==> src/rtl/fwrisc_arb_pkg.sv <==
// Shared types and defaults for the boot sequencer / memory arbiter.
package fwrisc_arb_pkg;

    typedef enum logic {LOAD, RUN} boot_state_e;
    typedef enum logic {IDLE, ACC} acc_state_e;
    typedef enum logic {OWN_I, OWN_D} owner_e;

    localparam logic [31:0] DEF_ITCM_BASE = 32'h8000_0000;

    // Byte address of a 32-bit word index relative to a base address.
    function automatic logic [31:0] word_addr(input logic [31:0] base, input logic [31:0] idx);
        return base + (idx << 2);
    endfunction

endpackage

==> src/rtl/fwrisc_boot_seq.sv <==
// Boot sequencer: LOAD/RUN state, loader word counter, overflow flag and
// core reset release. The write itself is issued by the parent.
module fwrisc_boot_seq
    import fwrisc_arb_pkg::*;
#(
    parameter int ITCM_WORDS = 4096,
    localparam int WCNT_W = $clog2(ITCM_WORDS)
) (
    input  logic              clock,
    input  logic              rst_n,
    input  logic              ld_valid_i,
    input  logic              ld_last_i,
    output logic              ld_ready_o,
    output logic              load_we_o,
    output logic [WCNT_W-1:0] wcnt_o,
    output logic              run_o,
    output logic              boot_done_o,
    output logic              core_rst_n_o,
    output logic              ovf_o
);

    localparam logic [WCNT_W-1:0] LAST_IDX = WCNT_W'(ITCM_WORDS - 1);

    boot_state_e       state_q, state_d;
    logic              started_q, started_d;
    logic [WCNT_W-1:0] wcnt_q, wcnt_d;
    logic              ovf_q, ovf_d;
    logic              core_rst_n_q, core_rst_n_d;

    // State registers; started_q keeps the loader idle until the first edge after reset.
    always_ff @(posedge clock or negedge rst_n) begin
        if (!rst_n) begin
            state_q      <= LOAD;
            started_q    <= 1'b0;
            wcnt_q       <= '0;
            ovf_q        <= 1'b0;
            core_rst_n_q <= 1'b0;
        end else begin
            state_q      <= state_d;
            started_q    <= started_d;
            wcnt_q       <= wcnt_d;
            ovf_q        <= ovf_d;
            core_rst_n_q <= core_rst_n_d;
        end
    end

    // Next-state: an end marker wins over a full ITCM, so the last slot is not written then.
    always_comb begin
        state_d      = state_q;
        started_d    = 1'b1;
        wcnt_d       = wcnt_q;
        ovf_d        = ovf_q;
        core_rst_n_d = (state_q == RUN);
        load_we_o    = 1'b0;
        if (state_q == LOAD && started_q && ld_valid_i) begin
            if (ld_last_i) begin
                state_d = RUN;
            end else begin
                load_we_o = 1'b1;
                wcnt_d    = wcnt_q + WCNT_W'(1);
                if (wcnt_q == LAST_IDX) begin
                    state_d = RUN;
                    ovf_d   = 1'b1;
                end
            end
        end
    end

    assign ld_ready_o   = (state_q == LOAD) && started_q;
    assign wcnt_o       = wcnt_q;
    assign run_o        = (state_q == RUN);
    assign boot_done_o  = (state_q == RUN);
    assign core_rst_n_o = core_rst_n_q;
    assign ovf_o        = ovf_q;

endmodule

==> src/rtl/fwrisc_mem_arbiter.sv <==
// Single-port memory owner: boot loader writes during LOAD, then data-priority
// arbitration of core instruction/data accesses with a starvation bound.
module fwrisc_mem_arbiter
    import fwrisc_arb_pkg::*;
#(
    parameter int          ITCM_WORDS   = 4096,
    parameter logic [31:0] ITCM_BASE    = DEF_ITCM_BASE,
    parameter int          STARVE_LIMIT = 4
) (
    input  logic        clock,
    input  logic        rst_n,
    input  logic        ld_valid,
    input  logic [31:0] ld_data,
    input  logic        ld_last,
    output logic        ld_ready,
    input  logic        ivalid,
    input  logic [31:0] iaddr,
    output logic        iready,
    output logic [31:0] idata,
    input  logic        dvalid,
    input  logic [31:0] daddr,
    input  logic [31:0] dwdata,
    input  logic [3:0]  dstrb,
    input  logic        dwrite,
    output logic        dready,
    output logic [31:0] drdata,
    output logic        mem_en,
    output logic [3:0]  mem_we,
    output logic [31:0] mem_addr,
    output logic [31:0] mem_wdata,
    input  logic [31:0] mem_rdata,
    output logic        core_rst_n,
    output logic        boot_done,
    output logic        ovf
);

    localparam int WCNT_W = $clog2(ITCM_WORDS);
    localparam int SC_W   = $clog2(STARVE_LIMIT + 1);
    localparam logic [SC_W-1:0] SC_MAX = SC_W'(STARVE_LIMIT);

    logic              load_we;
    logic              run;
    logic [WCNT_W-1:0] wcnt;

    acc_state_e        acc_q, acc_d;
    owner_e            own_q, own_d;
    logic              dwr_q, dwr_d;
    logic [SC_W-1:0]   starve_q, starve_d;
    logic              grant_i, grant_d;

    fwrisc_boot_seq #(
        .ITCM_WORDS (ITCM_WORDS)
    ) u_boot (
        .clock        (clock),
        .rst_n        (rst_n),
        .ld_valid_i   (ld_valid),
        .ld_last_i    (ld_last),
        .ld_ready_o   (ld_ready),
        .load_we_o    (load_we),
        .wcnt_o       (wcnt),
        .run_o        (run),
        .boot_done_o  (boot_done),
        .core_rst_n_o (core_rst_n),
        .ovf_o        (ovf)
    );

    // Access FSM and arbitration state; reset drops any pending ready.
    always_ff @(posedge clock or negedge rst_n) begin
        if (!rst_n) begin
            acc_q    <= IDLE;
            own_q    <= OWN_D;
            dwr_q    <= 1'b0;
            starve_q <= '0;
        end else begin
            acc_q    <= acc_d;
            own_q    <= own_d;
            dwr_q    <= dwr_d;
            starve_q <= starve_d;
        end
    end

    // Memory port drive and arbitration: loader writes in LOAD, core grants in RUN/IDLE.
    always_comb begin
        mem_en    = 1'b0;
        mem_we    = 4'h0;
        mem_addr  = 32'h0;
        mem_wdata = 32'h0;
        acc_d     = acc_q;
        own_d     = own_q;
        dwr_d     = dwr_q;
        starve_d  = starve_q;
        grant_i   = 1'b0;
        grant_d   = 1'b0;
        if (load_we) begin
            mem_en    = 1'b1;
            mem_we    = 4'hF;
            mem_addr  = word_addr(ITCM_BASE, 32'(wcnt));
            mem_wdata = ld_data;
        end else if (run) begin
            case (acc_q)
                IDLE: begin
                    grant_i = ivalid && (!dvalid || starve_q == SC_MAX);
                    grant_d = dvalid && !grant_i;
                    if (!ivalid) begin
                        starve_d = '0;
                    end
                    if (grant_i) begin
                        mem_en   = 1'b1;
                        mem_addr = iaddr;
                        acc_d    = ACC;
                        own_d    = OWN_I;
                        dwr_d    = 1'b0;
                        starve_d = '0;
                    end else if (grant_d) begin
                        mem_en    = 1'b1;
                        mem_addr  = daddr;
                        mem_wdata = dwdata;
                        mem_we    = dwrite ? dstrb : 4'h0;
                        acc_d     = ACC;
                        own_d     = OWN_D;
                        dwr_d     = dwrite;
                        if (ivalid) begin
                            starve_d = starve_q + SC_W'(1);
                        end
                    end
                end
                ACC: begin
                    acc_d = IDLE;
                end
                default: begin
                    acc_d = IDLE;
                end
            endcase
        end
    end

    assign iready = (acc_q == ACC) && (own_q == OWN_I);
    assign dready = (acc_q == ACC) && (own_q == OWN_D);
    assign idata  = iready ? mem_rdata : 32'h0;
    assign drdata = (dready && !dwr_q) ? mem_rdata : 32'h0;

endmodule

==> config.mk <==
export PLATFORM = sky130hd
export DESIGN_NAME = fwrisc_mem_arbiter
export DESIGN_NICKNAME = d
export VERILOG_FILES = /design/src/rtl/fwrisc_arb_pkg.sv /design/src/rtl/fwrisc_boot_seq.sv /design/src/rtl/fwrisc_mem_arbiter.sv
export SDC_FILE = /design/constraint.sdc
export NUM_CORES = 1
export LEC_CHECK = 0
export CAP_MARGIN = 30
export CELL_PAD_IN_SITES_DETAIL_PLACEMENT = 1
export CELL_PAD_IN_SITES_GLOBAL_PLACEMENT = 2
export CORE_ASPECT_RATIO = 0.7
export CORE_MARGIN = 3
export CORE_UTILIZATION = 12
export DETAILED_ROUTE_END_ITERATION = 6
export PLACE_DENSITY = 0.82
export SLEW_MARGIN = 20
export SYNTH_ARGS = -nofsm -noshare
export SYNTH_HDL_FRONTEND = slang
export SYNTH_HIERARCHICAL = 1
export SYNTH_SLANG_ARGS = --single-unit
==> constraint.sdc <==
create_clock -name clock -period 2.9 [get_ports clock]
set_clock_uncertainty 0.1 [all_clocks]
set_input_delay 0.58 -clock clock [delete_from_list [all_inputs] [get_ports clock]]
set_output_delay 0.58 -clock clock [all_outputs]
set_load 0.02 [all_outputs]
==> run metrics <==
initial antenna violation count=1; Layout Nets=877; Final Cell Area=around 6400 um^2; post-synth net total=about 560; P_leak=approximately 2.6 nW; Hold Slack=about 370 ps; pre-CTS WS=-533 ps; final setup fails=0; FMAX=0.350 GHz; Num CTS Buffers=3; first-pass GRT wire length=26.0 mm; fillers=2,695; vias per cell=a little over 4; Finished Core Util=0.287; Pwr Density=between 400 and 500 nW/um^2; vias in the first global route=about 4.2k; layout cells sized above 1=0.165; area of the multi-input gates=approximately 2100 um^2; Seq/Total Area, Yosys=0.199; max cap viols=0; post-DP HPWL=13.9 mm; Hold Buf Count CTS=0; Initial Util=0.125; Mapped Cells=approximately 390; Avg WL per Cell=about 17 um; port buffer count=~310; Tmin final=2850 ps; Final Max Tran Viols=0; Clock Latency Late Sink=between 200 and 300 ps; via count=between 4k and 5k; HP Class=reg -> reg; setup TNS=0 ps; largest net degree at the start of global routing=approximately 40; Final period util=0.984; Reg clk slew, reported paths=70 ps; clk sinks=22; critical path startpoint category=input pin; # rows=45; Pre-antenna DRT Iters=4; Die Ht=between 100 and 150 um; RSZ-0062 raised after global routing=yes; CTS Buffer Depth=2; Synth area leader=dfrtp_1; total gr overflow=0; synthesis-stage register bit count=22; top post-synthesis cells by area=dfrtp_1, and2_1, nand2b_1; Ports=310; WP data required=between 2000 and 2500 ps; WS Path Type=in -> out; Top FF cell, synth=dfrtp_1; WL final=between 15 and 20 mm; overall power=2.58 mW; cell with the most instances after synthesis=and2_1; gpl congestion=between 0.7 and 0.8; H-tree levels=1; Die Width=~190 um; Hold Vio Cnt, Final=0; Post-Syn Area per Cell=7.13 um^2; synthesis-to-finish area growth=130%; Netlist cell types=41; DP Area=approximately 6300 um^2; Crit. End Element=output port; die area=~25,000 um^2; Reg area=between 500 and 600 um^2; overall routing resource usage=0.130; ys async rst share=1.00; synth warn=6; ANT nets after route=0; EDFF count, synth=0; Placed Instances=between 900 and 1k; Max VDD drop=between 0.2 and 0.25 mV; initial drt markers=around 130; most instantiated cells after synthesis=and2_1, nand2_1, o21ai_0; post-route insts no fill=1,008; Mapped Area=2780 um^2; DRC Markers=0; Crit Path Max Fanout=21; TritonCTS clock tree=built; CP Data Arrival Time=~2200 ps; CTS Root Cell=clkbuf_16; Final Worst Setup Slack=between 40 and 50 ps; status=finished, final reports clean; post-synth top area share=0.189; core area=between 20,000 and 25,000 um^2
[per-layer routing]
metal  vias to the layer above  routed length, um  global-route usage
li1                       1981                  -                   -
met1                      1914               8100               0.175
met2                       153               8300               0.225
met3                         6                981              0.0231
met4                         0                110              0.0129
met5                         -                  0                   0
[where the power goes]
group          switching (mW)  internal, mW
sequential             0.0515         0.348
clock                   0.125         0.274
combinational           0.908         0.873
[worst max-delay path, stage by stage]
cell           delay (ps)
dlygate4sd2_1         280
nand4bb_4             120
clkinv_4              100
or3b_2                490
buf_12                180
buf_4                 140
a21oi_2               110
buf_4                 170
[sequential cells by signal, indices dropped and copies added, names as in the netlist]
register and cells:
u_boot/ovf_o 1, u_boot/started_q 1, dwr_q 1, own_q 1, u_boot/boot_done_o 1, u_boot/core_rst_n_o 1, acc_q 1, u_boot/wcnt_o 12
starve_q 3
[cell families after synthesis]
logic type                 Yosys count  share of synthesized area
xor gates and xnor gates            11                     0.0347
other                                1                    0.00135
adders and majority gates            3                     0.0135
buffers and inverters               44                     0.0739
AOI/OAI and AO/OA                  102                      0.237
and+or+nand+nor                    206                      0.441
DFF                                 22                      0.199
[cell type report]
type                    instances  area share
clock inverters                 1     0.00471
well taps                     305      0.0599
multi-input cells             325       0.326
repair buffers                343       0.505
diodes                          1    0.000393
inverters                       8     0.00550
clock buffers                   3      0.0118
flip-flops and latches         22      0.0866
[cell usage in the layout, fill, tap and decap left out, types with 3 or more instances in the layout]
| cell | instances |
|---|---|
| a21oi_1 | 19 |
| dfrtp_1 | 21 |
| nand2b_1 | 33 |
| nand4_1 | 9 |
| xor2_1 | 7 |
| ha_1 | 3 |
| buf_12 | 5 |
| o21ai_0 | 38 |
| clkbuf_16 | 3 |
| o211ai_1 | 20 |
| nand3_1 | 20 |
| clkdlybuf4s50_1 | 238 |
| clkbuf_2 | 22 |
| nor4_2 | 5 |
| nor2b_1 | 3 |
| and3_4 | 3 |
| and2_1 | 77 |
| inv_1 | 6 |
| a31o_2 | 5 |
| nand2_1 | 44 |
| buf_4 | 52 |
| buf_2 | 6 |
| a221o_1 | 12 |
| xnor2_1 | 4 |
| dlygate4sd2_1 | 13 |
[path summary, 6_finish.rpt]
| check | startpoint | endpoint | slack (ps) | cells after the start |
|---|---|---|---|---|
| worst max-delay path | ld_valid | mem_addr[21] | 50 | 8 |
| worst min-delay path | u_boot/ovf_o$_DFFE_PN0P_ | u_boot/ovf_o$_DFFE_PN0P_ | 370 | 1 |
| worst max register to register | u_boot/boot_done_o$_DFFE_PN0P_ | starve_q[0]$_DFFE_PN0P_ | 990 | 7 |
| worst min register to register | u_boot/ovf_o$_DFFE_PN0P_ | u_boot/ovf_o$_DFFE_PN0P_ | 370 | 1 |
| max in group asynchronous | rst_n | u_boot/wcnt_o[9]$_DFFE_PN0P_ | 1580 | 2 |
| min in group asynchronous | rst_n | u_boot/wcnt_o[10]$_DFFE_PN0P_ | 540 | 1 |
[timing repair]
| item | 4_1_cts | 5_1_grt |
|---|---|---|
| setup endpoints to repair | 64 | 29 |
| pin swaps | 5 | 1 |
| cloned | 3 | 0 |
| gates resized for setup | 168 | 63 |
| buffers inserted | 4 | 0 |
(Power assumes the default switching activity.)
